$ cat src/rtl/riscv_pkg.sv
// Shared RV32 front-end constants and types.
package riscv_pkg;

  localparam int XLEN        = 32;
  localparam int INSTR_BYTES = 4;

  localparam logic [XLEN-1:0] RESET_PC_DEFAULT = 32'h0000_0000;

  typedef enum logic [1:0] {
    FETCH_REQ,
    FETCH_WAIT,
    FETCH_DROP
  } fetch_state_t;

endpackage

$ cat src/rtl/fetch_unit.sv
// RV32 fetch stage: one outstanding imem request, wrong-path response dropping on redirect,
// and a single-entry registered valid/ready output toward the decoder.
module fetch_unit
  import riscv_pkg::*;
#(
  parameter logic [XLEN-1:0] RESET_PC = RESET_PC_DEFAULT
) (
  input  logic            i_clk,
  input  logic            i_rst,
  output logic            o_imem_req_valid,
  input  logic            i_imem_req_ready,
  output logic [XLEN-1:0] o_imem_req_addr,
  input  logic            i_imem_resp_valid,
  input  logic [XLEN-1:0] i_imem_resp_data,
  input  logic            i_redirect_en,
  input  logic [XLEN-1:0] i_redirect_pc,
  output logic            o_instr_valid,
  input  logic            i_instr_ready,
  output logic [XLEN-1:0] o_instr,
  output logic [XLEN-1:0] o_instr_pc
);

  localparam logic [XLEN-1:0] ALIGN_MASK = ~XLEN'(INSTR_BYTES - 1);
  localparam logic [XLEN-1:0] PC_STEP    = XLEN'(INSTR_BYTES);

  fetch_state_t    r_state;
  logic [XLEN-1:0] r_pc;
  logic [XLEN-1:0] r_instr;
  logic [XLEN-1:0] r_instr_pc;
  logic            r_instr_valid;

  logic            w_req_valid;
  logic [XLEN-1:0] w_redirect_target;

  // A request may only go out when the output slot is free or being drained this cycle.
  always_comb begin
    w_req_valid       = (r_state == FETCH_REQ) && !i_rst && !i_redirect_en &&
                        (!r_instr_valid || i_instr_ready);
    w_redirect_target = i_redirect_pc & ALIGN_MASK;
  end

  assign o_imem_req_valid = w_req_valid;
  assign o_imem_req_addr  = r_pc & ALIGN_MASK;
  assign o_instr_valid    = r_instr_valid;
  assign o_instr          = r_instr;
  assign o_instr_pc       = r_instr_pc;

  always_ff @(posedge i_clk) begin
    if (i_rst) begin
      r_state       <= FETCH_REQ;
      r_pc          <= RESET_PC;
      r_instr_valid <= 1'b0;
      r_instr       <= '0;
      r_instr_pc    <= '0;
    end else if (i_redirect_en) begin
      r_pc          <= w_redirect_target;
      r_instr_valid <= 1'b0;
      // An outstanding request becomes wrong-path unless its response lands right now.
      case (r_state)
        FETCH_REQ:              r_state <= FETCH_REQ;
        FETCH_WAIT, FETCH_DROP: r_state <= i_imem_resp_valid ? FETCH_REQ : FETCH_DROP;
        default:                r_state <= FETCH_REQ;
      endcase
    end else begin
      if (r_instr_valid && i_instr_ready) begin
        r_instr_valid <= 1'b0;
      end
      case (r_state)
        FETCH_REQ: begin
          if (w_req_valid && i_imem_req_ready) begin
            r_state <= FETCH_WAIT;
          end
        end
        FETCH_WAIT: begin
          if (i_imem_resp_valid) begin
            r_instr       <= i_imem_resp_data;
            r_instr_pc    <= r_pc;
            r_instr_valid <= 1'b1;
            r_pc          <= r_pc + PC_STEP;
            r_state       <= FETCH_REQ;
          end
        end
        FETCH_DROP: begin
          if (i_imem_resp_valid) begin
            r_state <= FETCH_REQ;
          end
        end
        default: r_state <= FETCH_REQ;
      endcase
    end
  end

  // Memory must never answer while nothing is outstanding.
  a_no_resp_in_req: assert property (@(posedge i_clk) disable iff (i_rst)
    !(r_state == FETCH_REQ && i_imem_resp_valid));

endmodule

$ cat config.mk
export PLATFORM = sky130hd
export DESIGN_NAME = fetch_unit
export DESIGN_NICKNAME = d
export VERILOG_FILES = /design/src/rtl/riscv_pkg.sv /design/src/rtl/fetch_unit.sv
export SDC_FILE = /design/constraint.sdc
export NUM_CORES = 1
export LEC_CHECK = 0
export ABC_CLOCK_PERIOD_IN_PS = 2130
export CORE_ASPECT_RATIO = 0.5
export CORE_UTILIZATION = 44
export DETAILED_ROUTE_END_ITERATION = 10
export HOLD_SLACK_MARGIN = 0.05
export PLACE_DENSITY = 0.83
export SLEW_MARGIN = 20
export SYNTH_ARGS = -nofsm -noshare
export SYNTH_HDL_FRONTEND = slang
export SYNTH_SLANG_ARGS = --single-unit
$ cat constraint.sdc
create_clock -name i_clk -period 2.13 [get_ports i_clk]
set_clock_uncertainty 0.15 [all_clocks]
set_input_delay 0.3195 -clock i_clk [delete_from_list [all_inputs] [get_ports i_clk]]
set_output_delay 0.3195 -clock i_clk [all_outputs]
set_load 0.005 [all_outputs]
Word-level counts from Yosys, hierarchy flattened. Cells that the tools add are included.

Output and inout bits: 98. Memory bits (read-only): 0. Memories: 0. Latch bits: 0. Bits in writable memories: 0. Logic and storage cells: 42. Bits in registers: 99.

Reduce and logical (&&, ||, !) cells: 18. Multiplexer cells: 12. $add $sub $neg: 1. $lt $le $gt $ge: 0. Bitwise gates (word level): 1. Equality and inequality tests: 4. Divide/modulo/power cells: 0. $mul: 0. Shift operators: 0.

Operator list (number): two-way mux 32 bit (3); adder 32 x 3 -> 32 bit (second input constant) (1); two-way mux 2 bit (5); AND reduction 2 bit (3); logical AND 1 bit (5); case mux 2 bit (2 select lines) (1); nonzero test 2 bit (2); OR reduction 2 bit (2); logical NOT 1 bit (3); two-way mux 1 bit (3); != test 3 x 1 -> 1 bit (second input constant) (1); != test 3 x 2 -> 1 bit (second input constant) (1); AND reduction 3 bit (1); == test 2 x 1 -> 1 bit (second input constant) (1); == test 2 bit (second input constant) (1); logical NOT 2 bit (1); logical OR 1 bit (1); NOT 1 bit (1).

Longest topological paths before layout.
Depth in word-level cells: 8. Gate-level depth with buffers: 7. Gate-level depth less buffers: 6.

Worst setup path after synthesis. Ideal clock, no wire load.

Path kind: register -> register. From: register r_pc[2]. To: register r_pc[22]. Stages on the path, launching flop included: 7. Buffers on the path: 1. Arrival time: 1.686 ns. Required time: 1.877 ns. Slack: 0.191 ns. Path through: dfxtp_1 ha_1 nand3_1 nor4_4 buf_6 a311oi_1 a2111oi_2.

Word-level cells in the longest chain between the ends: 4.

Ends and longest elaborated chain: start, declared (RTL line fetch_unit.sv:27) `logic [XLEN-1:0] r_pc;`; start signal, assigned (RTL line fetch_unit.sv:56) `r_pc <= w_redirect_target;`; start signal, assigned (RTL line fetch_unit.sv:79) `r_pc <= r_pc + PC_STEP;`; adder 32 x 3 -> 32 bit (RTL line fetch_unit.sv:79); two-way mux 32 bit (RTL line fetch_unit.sv:75) `if (i_imem_resp_valid) begin`; two-way mux 32 bit (RTL line fetch_unit.sv:68) `case (r_state)`; two-way mux 32 bit (RTL line fetch_unit.sv:55) `end else if (i_redirect_en) begin`.

No other way between the ends. The select of a mux whose other input is x is not followed. A chain may end at the register's enable or synchronous reset.

Worst setup path after layout.
From: register r_pc[9]. To: register r_pc[22].

The elaborated chain is that of the path after synthesis.

==> impl_metrics.toml <==
[outcome]
outcome = "completed"

[synth]
post_synth_main_area_contributors = "dfxtp_1, nand2_1, a21oi_1"
syn_area_um2 = 4390
synthesis.area_per_instance_um2 = 8.14
yosysMostFrequentCell = "nand2_1"
synth_top_area_frac = 0.434
dominantRegCellSynth = "dfxtp_1"
synth_seq_cells = 95
sequential_fraction_of_the_synthesis_area = 0.434
synth-edff-count = 0
synth_area_leader_cell = "dfxtp_1"
ys_types = 57
synth.top_cells.by_count = "nand2_1, dfxtp_1, a21oi_1, nor2_1, clkbuf_1"
synthArstFlopShare = 0
postSynthCellCount = 539
yosysWarningCount = 0

[job]
timing.max_cap.violations = 0

[power]
power_report.internal_total_w = 0.00303
total_switching_power_w = 0.000937
clock_power_share = 0.411
power.ir.vdd_worst_mv = 0.396
static-leakage-power_nw = 2.27
power_switching_share = 0.236
p_seq_frac = 0.475
power-per-cell-area_nw_per_um2 = 604
power.combinational.fraction = 0.113

[worst_hold_path]
timing.hold.worst.class = "in2reg"
worst_hold_path.num_cells = 2
end_point_of_the_worst_hold_path = "o_instr_pc[25]$_SDFFE_PP0P_"
hold_path.startpoint = "i_rst"

[place]
place_worst_setup_slack_ns = -0.0280
portBuffers = 161
placement.cell_area_um2 = 6260
globalplace.congestion = 0.891
dp.final_hpwl_mm = 8.96

[worst_setup_path]
worst_r2r_endpoint = "r_pc[22]$_SDFFE_PP0P_"
r2r_setup_slack_ns = 0.17
rr_startpoint = "r_pc[9]$_SDFFE_PP0P_"
cp_slowest_stage_delay_ns = 0.54
critical_path_top_delay_cell = "dfxtp_1"
crit_type = "reg2reg"
crit_required_ns = 2.22
r2r.worst_path.cells = 5
path_max_fanout = 12
setup.worst_path.start_class = "register"
cp_endpoint_kind = "register"
worst_ep_arrival_time_ns = 2.05
cp_cell_sequence = "nand4_4 > nor4_4 > buf_12 > a311oi_1 > a2111oi_2"

[floorplanning]
core_area_um2 = 9570
top_level_pins = 168
die_area_um2 = 10400
initial_core_util = 0.458
rows = 25
die-height_um = 72.6
die_width_um = 143

[routing]
antenna_violating_nets_post_route = 0
postRouteWirelength_mm = 12.8
routed-via-count = 4532
drt_first_iter_violations = 374
vias_per_cell = 5.37
detail_route.wl_per_cell_um = 15.1
drc_errors = 0
drt-pass1-iter-count = 4

[clock_network]
cts-htree-levels = 3
cts_buffers = 9
tritoncts_clock_tree = "built"
clock_latency_ns = 0.34
clockBufferDepth = 2
cts.hold.buffers_added = 0
postCtsSetupRepairBufs = 0
path_clk_slew_ns = 0.06
clock_sinks = 95
cts.root.buffer_cell = "clkbuf_16"

[finish]
fillers = 785
postLayoutCellArea_um2 = 6570
diodes = 0
drive_gt1_frac = 0.107
finish.net_count = 777
synthToLayoutAreaGrowth_pct = 49.7
area.sequential_um2 = 1900
multiInputGateArea_um2 = 2250
final_core_util = 0.686

[timing]
setup_viol_count_final = 0
layout_worst_path_cycle_share = 0.920
max_clock_freq_mhz = 510
hold_viol_final = 0
timing_worst_slew_pin_value_ns = 0.556
slew_viol_final = 0
period_needed_ns = 1.96
post-route-worst-setup-slack_ns = 0.170
timing.slew.headroom = 0.629
grt_setup_unrepaired = "no"
fin_setup_tns_ns = 0
final.hold.worst_slack_ns = 0.166

[global_route]
grt_pass1_vias = 4196
pin_count_of_the_biggest_net_entering_global_routing = 49
global_route_wire_length_before_repair_mm = 20.4
globalRoute.totalOverflow = 0
number_of_antenna_violations_at_the_first_check_in_global_routing = 0
grt.total_usage = 0.248
worst max path at each step:
stage / slack [ns] / start / cells past startpoint / endpoint
after global routing: 0.02 / r_pc[9]$_SDFFE_PP0P_ / 5 / r_pc[22]$_SDFFE_PP0P_
after CTS: 0.03 / r_state[0]$_SDFFE_PP0P_ / 4 / o_imem_req_valid
after floorplan: 0.19 / r_pc[2]$_SDFFE_PP0P_ / 6 / r_pc[22]$_SDFFE_PP0P_
final: 0.17 / r_pc[9]$_SDFFE_PP0P_ / 5 / r_pc[22]$_SDFFE_PP0P_
after detailed placement: -0.03 / i_imem_resp_valid / 6 / r_pc[10]$_SDFFE_PP0P_
after global placement: -0.008 / i_redirect_en / 4 / o_imem_req_valid
layer usage:
| layer | wire length, um | vias to the layer above | share of wire | track usage |
|---|---|---|---|---|
| met5 | 0 | - | 0 | 0 |
| met4 | 302 | 0 | 0.024 | 0.0872 |
| met3 | 827 | 29 | 0.065 | 0.0564 |
| met2 | 5970 | 167 | 0.47 | 0.407 |
| met1 | 5670 | 2129 | 0.44 | 0.323 |
| li1 | - | 2207 | - | - |
through the flow:
stage,power [W],instances
2_1_floorplan,0.00209,542
3_3_place_gp,0.00236,828
3_5_place_dp,0.00237,828
4_1_cts,0.00399,844
5_1_grt,0.00411,844
6_report,0.00397,844
flip-flops by register name, summed over array words and instances (netlist names):
| signal | cells |
|---|---|
| o_instr | 32 |
| o_instr_pc | 30 |
| r_pc | 30 |
| r_state | 2 |
| o_instr_valid | 1 |
layout make-up:
cell class | count | share of cell area
Inverter | 13 | 0.00743
Multi-Input combinational cell | 389 | 0.342
Sequential cell | 95 | 0.290
Timing Repair Buffer | 196 | 0.289
Tap cell | 135 | 0.0257
Clock inverter | 5 | 0.00877
Clock buffer | 11 | 0.0370
layout by cell type, fill, tap and decap left out, types with 8 or more instances in the layout:
master           count
dfxtp_1             95
xnor2_1             10
nand3_1             10
nor2_1              21
nand4_1             11
nor3_1               9
clkdlybuf4s50_1    158
inv_1               12
buf_4               34
and4_1               8
clkbuf_16            9
and3_1              10
nand2_1            138
a211oi_1            12
a21oi_1             70
power groups by stage:
stage / registers, W / logic (W) / clock network [W]
after floorplan: 0.00192 / 0.000167 / 0
after global placement: 0.00192 / 0.000437 / 0
after detailed placement: 0.00192 / 0.000444 / 0
after CTS: 0.00188 / 0.000449 / 0.00166
after global routing: 0.00189 / 0.000483 / 0.00173
final: 0.00189 / 0.000449 / 0.00163
cell families after synthesis:
logic type | count (synthesis) | synth area share
AOI/OAI and AO/OA | 117 | 0.175
DFF | 95 | 0.434
other | 1 | 0.000855
adders and majority gates | 3 | 0.00856
buffers and inverters | 58 | 0.0585
and+or+nand+nor | 251 | 0.295
xor gates and xnor gates | 13 | 0.0260
muxes | 1 | 0.00228
worst max-delay path: cells and delay by family (launching register included):
| kind | cells | cell delay [ns] |
|---|---|---|
| AOI/OAI and AO/OA | 2 | 0.40 |
| and+or+nand+nor | 2 | 0.59 |
| DFF | 1 | 0.54 |
| buffers and inverters | 1 | 0.17 |
timing repair:
item / 4_1_cts / 5_1_grt
pin swaps: 0 / 0
endpoints found under the setup margin: 1 / 4
resized for setup: 2 / 3
No activity file was read; power rests on OpenSTA's default activity.
